File: config.mk
export PLATFORM = sky130hd
export DESIGN_NAME = conv_window_gen
export DESIGN_NICKNAME = d
export VERILOG_FILES = /design/src/rtl/conv_window_gen.sv
export SDC_FILE = /design/constraint.sdc
export NUM_CORES = 1
export LEC_CHECK = 0
export CAP_MARGIN = 0
export CORE_MARGIN = 4
export CORE_UTILIZATION = 45
export DETAILED_ROUTE_END_ITERATION = 10
export PLACE_DENSITY_LB_ADDON = 0.08
export SKIP_CTS_REPAIR_TIMING = 1
export SLEW_MARGIN = 20
export SYNTH_ARGS = -nofsm -noshare
export SYNTH_HDL_FRONTEND = slang
export SYNTH_SLANG_ARGS = --single-unit
File: constraint.sdc
create_clock -name clk -period 3 [get_ports clk]
set_input_delay 0.3 -clock clk [delete_from_list [all_inputs] [get_ports clk]]
set_output_delay 0.3 -clock clk [all_outputs]
set_load 0.01 [all_outputs]
File: src/rtl/conv_window_gen.sv
// Streaming 3x3 sliding-window generator, stride 1, no padding.
// Raster pixels in, one complete window out per interior pixel.
module conv_window_gen #(
  parameter int DATA_WIDTH = 8,
  parameter int IMG_WIDTH  = 8,
  parameter int IMG_HEIGHT = 8,
  parameter int WIN_SIZE   = 9
) (
  input  logic                           clk,
  input  logic                           rst_n,
  input  logic                           in_valid,
  output logic                           in_ready,
  input  logic [DATA_WIDTH-1:0]          pix_data,
  output logic                           win_valid,
  input  logic                           win_ready,
  output logic [WIN_SIZE*DATA_WIDTH-1:0] win_data,
  output logic                           frame_done
);

  localparam int CW = $clog2(IMG_WIDTH);
  localparam int RW = $clog2(IMG_HEIGHT);
  localparam logic [CW-1:0] COL_LAST = CW'(IMG_WIDTH - 1);
  localparam logic [CW-1:0] COL_MIN  = CW'(2);
  localparam logic [RW-1:0] ROW_LAST = RW'(IMG_HEIGHT - 1);
  localparam logic [RW-1:0] ROW_ONE  = RW'(1);

  typedef enum logic {FILL, RUN} state_e;

  state_e                state_q, state_d;
  logic [CW-1:0]         col_q, col_d;
  logic [RW-1:0]         row_q, row_d;
  logic                  win_valid_q, win_valid_d;
  logic                  frame_done_q, frame_done_d;
  logic [DATA_WIDTH-1:0] lb1_q [IMG_WIDTH];
  logic [DATA_WIDTH-1:0] lb2_q [IMG_WIDTH];
  logic [DATA_WIDTH-1:0] win_q [WIN_SIZE];
  logic                  acc;
  logic                  col_last;
  logic                  row_last;

  assign in_ready   = rst_n && (!win_valid_q || win_ready);
  assign acc        = in_valid && in_ready;
  assign col_last   = (col_q == COL_LAST);
  assign row_last   = (row_q == ROW_LAST);
  assign win_valid  = win_valid_q;
  assign frame_done = frame_done_q;

  for (genvar i = 0; i < WIN_SIZE; i++) begin : g_pack
    assign win_data[i*DATA_WIDTH +: DATA_WIDTH] = win_q[i];
  end

  always_comb begin
    state_d      = state_q;
    col_d        = col_q;
    row_d        = row_q;
    win_valid_d  = win_valid_q && !win_ready;
    frame_done_d = 1'b0;
    if (acc) begin
      if (col_last) begin
        col_d = '0;
        row_d = row_last ? '0 : row_q + ROW_ONE;
      end else begin
        col_d = col_q + CW'(1);
      end
      unique case (state_q)
        FILL: begin
          if (col_last && row_q == ROW_ONE) state_d = RUN;
        end
        RUN: begin
          if (col_q >= COL_MIN) win_valid_d = 1'b1;
          if (col_last && row_last) begin
            state_d      = FILL;
            frame_done_d = 1'b1;
          end
        end
        default: state_d = FILL;
      endcase
    end
  end

  always_ff @(posedge clk or negedge rst_n) begin
    if (!rst_n) begin
      state_q      <= FILL;
      col_q        <= '0;
      row_q        <= '0;
      win_valid_q  <= 1'b0;
      frame_done_q <= 1'b0;
    end else begin
      state_q      <= state_d;
      col_q        <= col_d;
      row_q        <= row_d;
      win_valid_q  <= win_valid_d;
      frame_done_q <= frame_done_d;
    end
  end

  // Shift window left, new column is {row r-2, row r-1, incoming pixel}
  always_ff @(posedge clk or negedge rst_n) begin
    if (!rst_n) begin
      for (int i = 0; i < WIN_SIZE; i++) win_q[i] <= '0;
      for (int i = 0; i < IMG_WIDTH; i++) begin
        lb1_q[i] <= '0;
        lb2_q[i] <= '0;
      end
    end else if (acc) begin
      for (int r = 0; r < 3; r++) begin
        win_q[r*3]   <= win_q[r*3+1];
        win_q[r*3+1] <= win_q[r*3+2];
      end
      win_q[2]     <= lb2_q[col_q];
      win_q[5]     <= lb1_q[col_q];
      win_q[8]     <= pix_data;
      lb2_q[col_q] <= lb1_q[col_q];
      lb1_q[col_q] <= pix_data;
    end
  end

endmodule
### Yosys cells after proc, flatten, opt, wreduce, memory -nomap -nowiden

Index checks and enable logic that the tools add are counted.

* register bits after elaboration: 209
* input port bits: 12
* output and inout port bits: 75

* add/subtract/negate cells: 2
* magnitude comparators: 3
* eq/ne operators: 3
* multiplexer cells: 21
* bitwise gates (word level): 2
* reduce and logical (&&, ||, !) cells: 10

Operators with widths (count)
* bitwise mux 64 bit: 2
* binary-select mux 8 bit (select 3 bit): 2
* 2-to-1 mux 8 bit: 5
* demux 8 bit (select 3 bit): 1
* 2-to-1 mux 1 bit: 8
* adder 3 x 1 -> 3 bit (second input constant): 2
* == test 3 bit (second input constant): 2
* logical AND 1 bit: 6
* 2-to-1 mux 3 bit: 2
* >= comparator 4 bit (second input constant): 1
* less-than comparator 4 x 1 -> 1 bit (second input constant): 1
* NOT 3 -> 4 bit: 1
* == test 3 x 1 -> 1 bit (second input constant): 1
* >= comparator 3 x 2 -> 1 bit (second input constant): 1
* logical NOT 1 bit: 2
* one-hot mux 1 bit (2 select lines): 1
* AND reduction 2 bit: 1
* logical OR 1 bit: 1
* NOT 1 bit: 1

### Logic depth before layout (Yosys ltp)

Gate-level depths: netlist of the first run.

* depth after elaboration: 6
* gate-level depth with buffers: 8
* gate-level depth less buffers: 5

### Worst setup path after synthesis of the first run

OpenSTA, ideal clock, no wires.

* kind: reg-to-reg
* start point: reg col_q[2]
* end point: reg lb2_q[56] in the netlist's numbering
* library setup time: 0.125 ns
* data arrival time: 1.808 ns
* slack: 1.067 ns
* stages on the path, launching flop included: 6
* cells stage by stage: dfrtp_1 clkbuf_1 clkbuf_1 mux4_2 mux2_4 mux2_4

* longest elaborated chain between the ends: 6

Ends and longest elaborated chain
* start: declaration: line 30 `logic [CW-1:0] col_q, col_d;`
* start signal: assignment: line 90 `col_q <= col_d;`
* NOT 3 -> 4 bit (implied by the code) (*): line 113 `lb2_q[col_q] <= lb1_q[col_q];`
* >= comparator 4 bit (implied by the code) or less-than comparator 4 x 1 -> 1 bit (tied branches): line 113
* logical AND 1 bit (implied by the code): line 113
* 2-to-1 mux 8 bit (implied by the code): line 113
* demux 8 bit (select 3 bit): line 113
* bitwise mux 64 bit (*): line 113
* end signal: indexed assignment: line 113
* end: declaration: line 35 `logic [DATA_WIDTH-1:0] lb2_q [IMG_WIDTH];`

Mark *: on every way between the ends. The rest lies on a longest branch, timed or not. The select of a mux whose other input is x is not followed.
A chain may end at the register's enable or synchronous reset.

### Worst setup path after layout of the first run

* start point: in rst_n
* end point: out in_ready

* longest elaborated chain between the ends: 1

Ends and longest elaborated chain
* start: declaration: line 10 `input logic rst_n,`
* logical AND 1 bit: line 41 `assign in_ready = rst_n && (!win_valid_q || win_ready);`
* end: declaration: line 12 `output logic in_ready,`

Every way passes these cells.

==> results of run 1 <==
==> Yosys cell counts <==
library cell	instances	area (sq um)
nand2b_2	1	8.76
clkbuf_1	17	63.8
or2_1	1	6.26
nand2_1	214	803
buf_12	1	20.0
and3_1	1	6.26
nor2_4	2	22.5
buf_4	7	52.6
nor2_2	2	12.5
a21o_1	2	15.0
and2_1	1	6.26
buf_1	2	7.51
buf_6	3	33.8
nand4_4	1	21.3
buf_8	2	30.0
inv_1	2	7.51
o31ai_1	1	7.51
nand4_1	1	6.26
mux2_2	48	541
nand3_1	1	5.00
nand2b_1	3	18.8
nor3_1	3	15.0
mux2_4	79	1190
dfrtp_1	209	5230
nand4b_1	1	8.76
mux2_1	10	113
mux2i_1	26	260
buf_2	7	35.0
o21ai_0	9	45.0
o22ai_1	12	75.1
nor3_4	4	65.1
mux4_2	20	450
ha_1	6	75.1
nand3_2	1	10.0
a21oi_1	1	5.00
==> layout make-up <==
type,instances,area [sq um]
fillers,1700,9010
flip-flops and latches,209,5230
multi-input cells,451,3800
repair buffers,107,1070
clock buffers,33,673
well taps,270,338
clock inverters,6,110
inverters,2,7.51
==> layer usage <==
| metal | vias to the layer above | GRT usage | part of all wire |
|---|---|---|---|
| met5 | - | 0 | 0 |
| met2 | 92 | 0.299 | 0.48 |
| met1 | 2851 | 0.251 | 0.46 |
| met4 | 0 | 0.0526 | 0.023 |
| li1 | 2578 | - | - |
| met3 | 33 | 0.0232 | 0.034 |
==> power groups by stage <==
stage                     clock network (mW)  registers [mW]  logic, mW
after floorplan                            0            4.64       2.74
after global placement                     0            4.70       4.13
after detailed placement                   0            4.77       4.23
after CTS                               2.98            4.74       4.24
after global routing                    3.11            4.89       4.54
final                                   2.90            4.72       4.18
==> how the worst min path moves through the flow <==
stage / start / to / slack [ns] / depth (start not counted)
after global placement: rst_n / win_data[47]$_DFFE_PN0P_ / 0.20 / 1
after floorplan: rst_n / col_q[0]$_DFFE_PN0P_ / 0.004 / 0
after global routing: rst_n / lb2_q[15]$_DFFE_PN0P_ / 0.26 / 2
after detailed placement: rst_n / win_data[23]$_DFFE_PN0P_ / 0.20 / 1
after CTS: rst_n / lb2_q[3]$_DFFE_PN0P_ / -0.34 / 1
final: rst_n / lb2_q[3]$_DFFE_PN0P_ / 0.25 / 2
==> cells by family (layout without fill, tap and decap cells) <==
| logic type | Yosys count | after routing | share of synthesized area |
|---|---|---|---|
| AOI/OAI and AO/OA | 25 | 25 | 0.0159 |
| adders and majority gates | 6 | 6 | 0.00810 |
| buffers and inverters | 41 | 148 | 0.0270 |
| DFF | 209 | 209 | 0.564 |
| muxes | 183 | 183 | 0.275 |
| and+or+nand+nor | 237 | 237 | 0.110 |
==> flip-flops by register name, summed over array words and instances, names as in the netlist <==
register,count
row_q,3
frame_done,1
lb1_q,64
lb2_q,64
state_q,1
col_q,3
win_valid,1
win_data,72
==> per-stage QoR <==
step | utilization | cell area [sq um] | hold slack (ns)
2_1_floorplan | - | 9270 | 0.00441
3_5_place_dp | 0.514 | 10400 | 0.199
4_1_cts | 0.553 | 11200 | -0.337
5_1_grt | 0.555 | 11200 | 0.260
3_3_place_gp | 0.514 | 10400 | 0.197
6_report | 0.555 | 11200 | 0.245
==> impl_metrics.py, run 1 <==
metrics = {
    "critical_path": {
        "worstSetupPathType": "input port to output port",
        "slowest_delay_ns": 0.55,
        "worstReg2RegStart": "col_q[0]$_DFFE_PN0P_",
        "worstPathRequired_ns": 2.70,
        "rr_worst_depth": 4,
        "path_delay_family": "buffers and inverters",
        "path_cells": "dlygate4sd3_1, clkbuf_8, buf_12, and2_1, clkdlybuf4s50_1",
        "path_max_fanout": 130,
        "cp_slowest_cell": "buf_12",
        "critPathCapture": "in_ready",
        "cp.depth": 5,
        "path_buf_inv": 4,
        "critical_path.endpoint_type": "output port",
        "worstPathArrival_ns": 2.43,
        "crit_path_start_kind": "input port",
        "worstSetupStartpoint": "rst_n",
        "rr_endpoint": "lb2_q[55]$_DFFE_PN0P_",
        "rrSetupSlack_ns": 0.54,
    },
    "final_layout": {
        "final_cell_mix": "nand2_1, dfrtp_1, clkdlybuf4s50_1, mux2_4, mux2_2",
        "fin_nets": 812,
        "syn2layout_area_growth_pct": 21.1,
        "mostFrequentLayoutCell": "nand2_1",
        "final_cell_count_no_fill": 1078,
        "diodes": 0,
        "drive_above_1_share": 0.267,
    },
    "worst_hold_path": {
        "min_path_type": "input port to async pin",
    },
    "pwr": {
        "power_frac_comb": 0.355,
        "vdd_drop_max_mv": 0.513,
        "p_sw_mw": 3.64,
        "p_leak_nw": 5.30,
        "total_power_mw": 11.8,
        "p_per_area_nw_per_um2": 1050,
        "internal_power_mw": 8.16,
        "power_frac_seq": 0.400,
        "sw_frac_of_total": 0.309,
        "clockPowerShare": 0.246,
    },
    "routing": {
        "drc_errors": 0,
        "vias": 5554,
        "drtIter0Drc": 192,
        "wl_per_cell_um": 18.5,
        "postRouteWirelength_mm": 19.9,
        "vias_per_cell": 5.15,
        "first_pass_iters": 4,
        "antenna_left": 0,
    },
    "timing": {
        "rsz0062_at_grt": "false",
        "period_share": 0.910,
        "skew_ns": 0.0172,
        "layout_min_cycle_time_ns": 2.73,
        "tns_ns": 0,
        "fin_ws_ns": 0.269,
        "timing.fmax_mhz": 366,
        "slew_headroom": 0.267,
        "finalMaxSlewViolations": 0,
        "hold_viol": 0,
        "worst_pin_slew_ns": 1.10,
        "setup_violations": 0,
    },
    "placed_design": {
        "portBuffers": 86,
        "place_congestion": 0.762,
        "dp.cells": 1037,
        "dp.final_hpwl_mm": 12.8,
        "dp_slack_ns": 0.335,
    },
    "floorplanning": {
        "core-area_sq_um": 20200,
        "dieArea_sq_um": 23000,
        "start_util": 0.458,
        "pin_count": 87,
        "rows": 52,
        "fp.dieW_um": 152,
        "fp.dieH_um": 152,
    },
    "clock_tree": {
        "root_buffer": "clkbuf_16",
        "clock_latency_ns": 0.50,
        "cts_tree": "built",
        "clkTransAtPathRegs_ns": 0.06,
        "clk_path_buf_depth": 3,
        "cts_sinks": 209,
        "numCtsBuffers": 23,
        "htreeDepth": 1,
    },
    "synthesis": {
        "ys_ff_latch": 209,
        "synth.avg_cell_area_sq_um": 13.2,
        "yosys_warnings": 0,
        "syn-num-nets": 719,
        "syn_inst": 701,
        "synth_cell_types": 35,
        "synth_seq_area_share": 0.564,
        "syn-cell-area_sq_um": 9270,
    },
    "grt": {
        "grt_pass1_wl_mm": 32.7,
        "grt.total_usage": 0.180,
        "grt_max_degree": 131,
        "grt_pass1_vias": 5844,
        "antenna_found_initial": 0,
        "overflow": 0,
    },
    "status": {
        "status": "finished, final reports clean",
    },
    "job": {
        "drv_cap": 0,
    },
}
(Power assumes the default switching activity.)
==> run 2, diff against run 1 <==
--- a/config.mk
+++ b/config.mk
@@ -5,9 +5,11 @@
 export SDC_FILE = /design/constraint.sdc
 export NUM_CORES = 1
 export LEC_CHECK = 0
+export ABC_CLOCK_PERIOD_IN_PS = 2800
 export CAP_MARGIN = 0
 export CORE_MARGIN = 4
 export CORE_UTILIZATION = 45
+export CTS_CLUSTER_DIAMETER = 60
 export DETAILED_ROUTE_END_ITERATION = 10
 export PLACE_DENSITY_LB_ADDON = 0.08
 export SKIP_CTS_REPAIR_TIMING = 1
==> constraint.sdc (replaced) <==
create_clock -name clk -period 2.8 [get_ports clk]
set_input_delay 0.28 -clock clk [delete_from_list [all_inputs] [get_ports clk]]
set_output_delay 0.28 -clock clk [all_outputs]
set_load 0.01 [all_outputs]
==> run 2 against run 1 <==
Effect of this change: register-to-register slack worse by 0.08 ns; worst setup slack gained 0.19 ns; sequential cell count unchanged; first-iteration DRC count rose by 21%; wire length is essentially flat.
==> impl_metrics.py, run 2 (synthesis results as in run 1) <==
metrics = {
    "clock_tree": {
        "cts_sinks": 209,
        "numCtsBuffers": 23,
        "cts_tree": "built",
        "clkTransAtPathRegs_ns": 0.06,
        "clk_path_buf_depth": 3,
        "clock_latency_ns": 0.50,
        "htreeDepth": 1,
        "root_buffer": "clkbuf_16",
    },
    "final_layout": {
        "final_cell_count_no_fill": 1082,
        "drive_above_1_share": 0.270,
        "largest_reg_flops": 72,
        "final_util": 0.553,
        "syn2layout_area_growth_pct": 20.6,
        "fin_nets": 817,
        "mostFrequentLayoutCell": "nand2_1",
        "diodes": 0,
        "fillers": 1689,
        "final_cell_mix": "nand2_1, dfrtp_1, clkdlybuf4s50_1, mux2_4, mux2_2",
    },
    "timing": {
        "period_share": 0.835,
        "skew_ns": 0.0122,
        "timing.fmax_mhz": 428,
        "rsz0062_at_grt": "false",
        "tns_ns": 0,
        "layout_min_cycle_time_ns": 2.34,
        "setup_violations": 0,
        "worst_pin_slew_ns": 0.820,
        "slew_headroom": 0.453,
        "hold_viol": 0,
        "finalMaxSlewViolations": 0,
    },
    "pwr": {
        "p_leak_nw": 5.29,
        "total_power_mw": 12.3,
        "p_per_area_nw_per_um2": 1100,
        "vdd_drop_max_mv": 0.512,
    },
    "placed_design": {
        "place_congestion": 0.730,
        "dp.cells": 1042,
        "portBuffers": 86,
        "dp.final_hpwl_mm": 12.6,
    },
    "critical_path": {
        "worstPathRequired_ns": 3.17,
        "cp_slowest_cell": "dfrtp_2",
        "path_cells": "buf_4, mux2i_1, o22ai_1, o21ai_0, nand2_1",
        "slowest_delay_ns": 0.88,
        "worstReg2RegStart": "col_q[0]$_DFFE_PN0P_",
        "critical_path.endpoint_type": "register",
        "rrSetupSlack_ns": 0.46,
        "rr_endpoint": "win_data[19]$_DFFE_PN0P_",
        "path_max_fanout": 29,
        "worstSetupPathType": "register to register",
        "rr_worst_depth": 5,
        "worstPathArrival_ns": 2.71,
        "crit_path_start_kind": "register",
    },
    "grt": {
        "grt.total_usage": 0.178,
        "overflow": 0,
        "grt_max_degree": 208,
        "grt_pass1_vias": 6034,
        "grt_pass1_wl_mm": 32.2,
        "antenna_found_initial": 0,
    },
    "floorplanning": {
        "fp.dieH_um": 152,
        "rows": 52,
        "fp.dieW_um": 152,
        "start_util": 0.458,
        "dieArea_sq_um": 23000,
        "core-area_sq_um": 20200,
        "pin_count": 87,
    },
    "job": {
        "drv_cap": 0,
    },
    "routing": {
        "drc_errors": 0,
        "drt-met1-wl_mm": 8.68,
        "antenna_left": 0,
        "wl_met3_um": 793,
        "vias": 5583,
        "first_pass_iters": 4,
        "drtIter0Drc": 233,
        "wl_per_cell_um": 18.4,
        "postRouteWirelength_mm": 19.9,
        "dr.max_layer_used": "met4",
        "met2_length_mm": 9.87,
        "vias_per_cell": 5.16,
    },
    "status": {
        "status": "finished, final reports clean",
    },
    "worst_hold_path": {
        "min_path_type": "input port to async pin",
    },
}
## run 2: cell count changes in the layout (fill, tap and decap cells not counted)
| cell | delta |
|---|---|
| bufinv_16 | -3 |
| buf_4 | +5 |
| clkinvlp_4 | -1 |
| clkbuf_1 | +1 |
| clkinv_2 | +2 |
## run 2: how the worst max path moves through the flow
stage                              start  cells after the start                       end  slack, ns
CTS                 col_q[0]$_DFFE_PN0P_                      5  win_data[19]$_DFFE_PN0P_       0.41
floorplan           col_q[2]$_DFFE_PN0P_                      5     lb2_q[56]$_DFFE_PN0P_       0.87
detailed placement  col_q[0]$_DFFE_PN0P_                      5  win_data[19]$_DFFE_PN0P_       0.43
global placement               win_ready                      6     lb1_q[59]$_DFFE_PN0P_       0.42
finish              col_q[0]$_DFFE_PN0P_                      5  win_data[19]$_DFFE_PN0P_       0.46
global route        col_q[0]$_DFFE_PN0P_                      5  win_data[23]$_DFFE_PN0P_       0.30
## run 2: layout make-up
| class | count | area, sq um | area share |
|---|---|---|---|
| Sequential cell | 209 | 5230 | 0.468 |
| Multi-Input combinational cell | 451 | 3800 | 0.340 |
| Timing Repair Buffer | 112 | 1110 | 0.0990 |
| Clock buffer | 34 | 677 | 0.0605 |
| Tap cell | 270 | 338 | 0.0302 |
| Clock inverter | 4 | 22.5 | 0.00201 |
| Inverter | 2 | 7.51 | 0.000671 |
## run 2: critical path: cells and delay by family (launching register included)
family,cells,cell delay [ns]
AO/OA/AOI/OAI,2,0.36
buffers and inverters,1,0.61
flip-flops,1,0.88
multiplexers,1,0.27
AND/OR/NAND/NOR,1,0.09
## run 2: stage by stage
stage | hold slack [ns] | setup WS [ns] | instance area (sq um)
after floorplan | -0.0156 | 0.867 | 9270
after global placement | 0.114 | 0.423 | 10400
after detailed placement | 0.115 | 0.426 | 10400
after CTS | -0.414 | 0.408 | 11100
after global routing | 0.187 | 0.300 | 11200
final | 0.196 | 0.463 | 11200
## run 2: report_power, final
part           total (mW)  switching [mW]  internal [mW]
Clock                2.78            1.13           1.66
Combinational        4.50            1.93           2.57
Sequential           5.02           0.789           4.23
Total                12.3            3.85           8.46
## run 2: metal layers
metal,up-vias,track usage
li1,2578,-
met1,2829,0.235
met2,129,0.307
met3,47,0.0271
met4,0,0.0530
met5,-,0
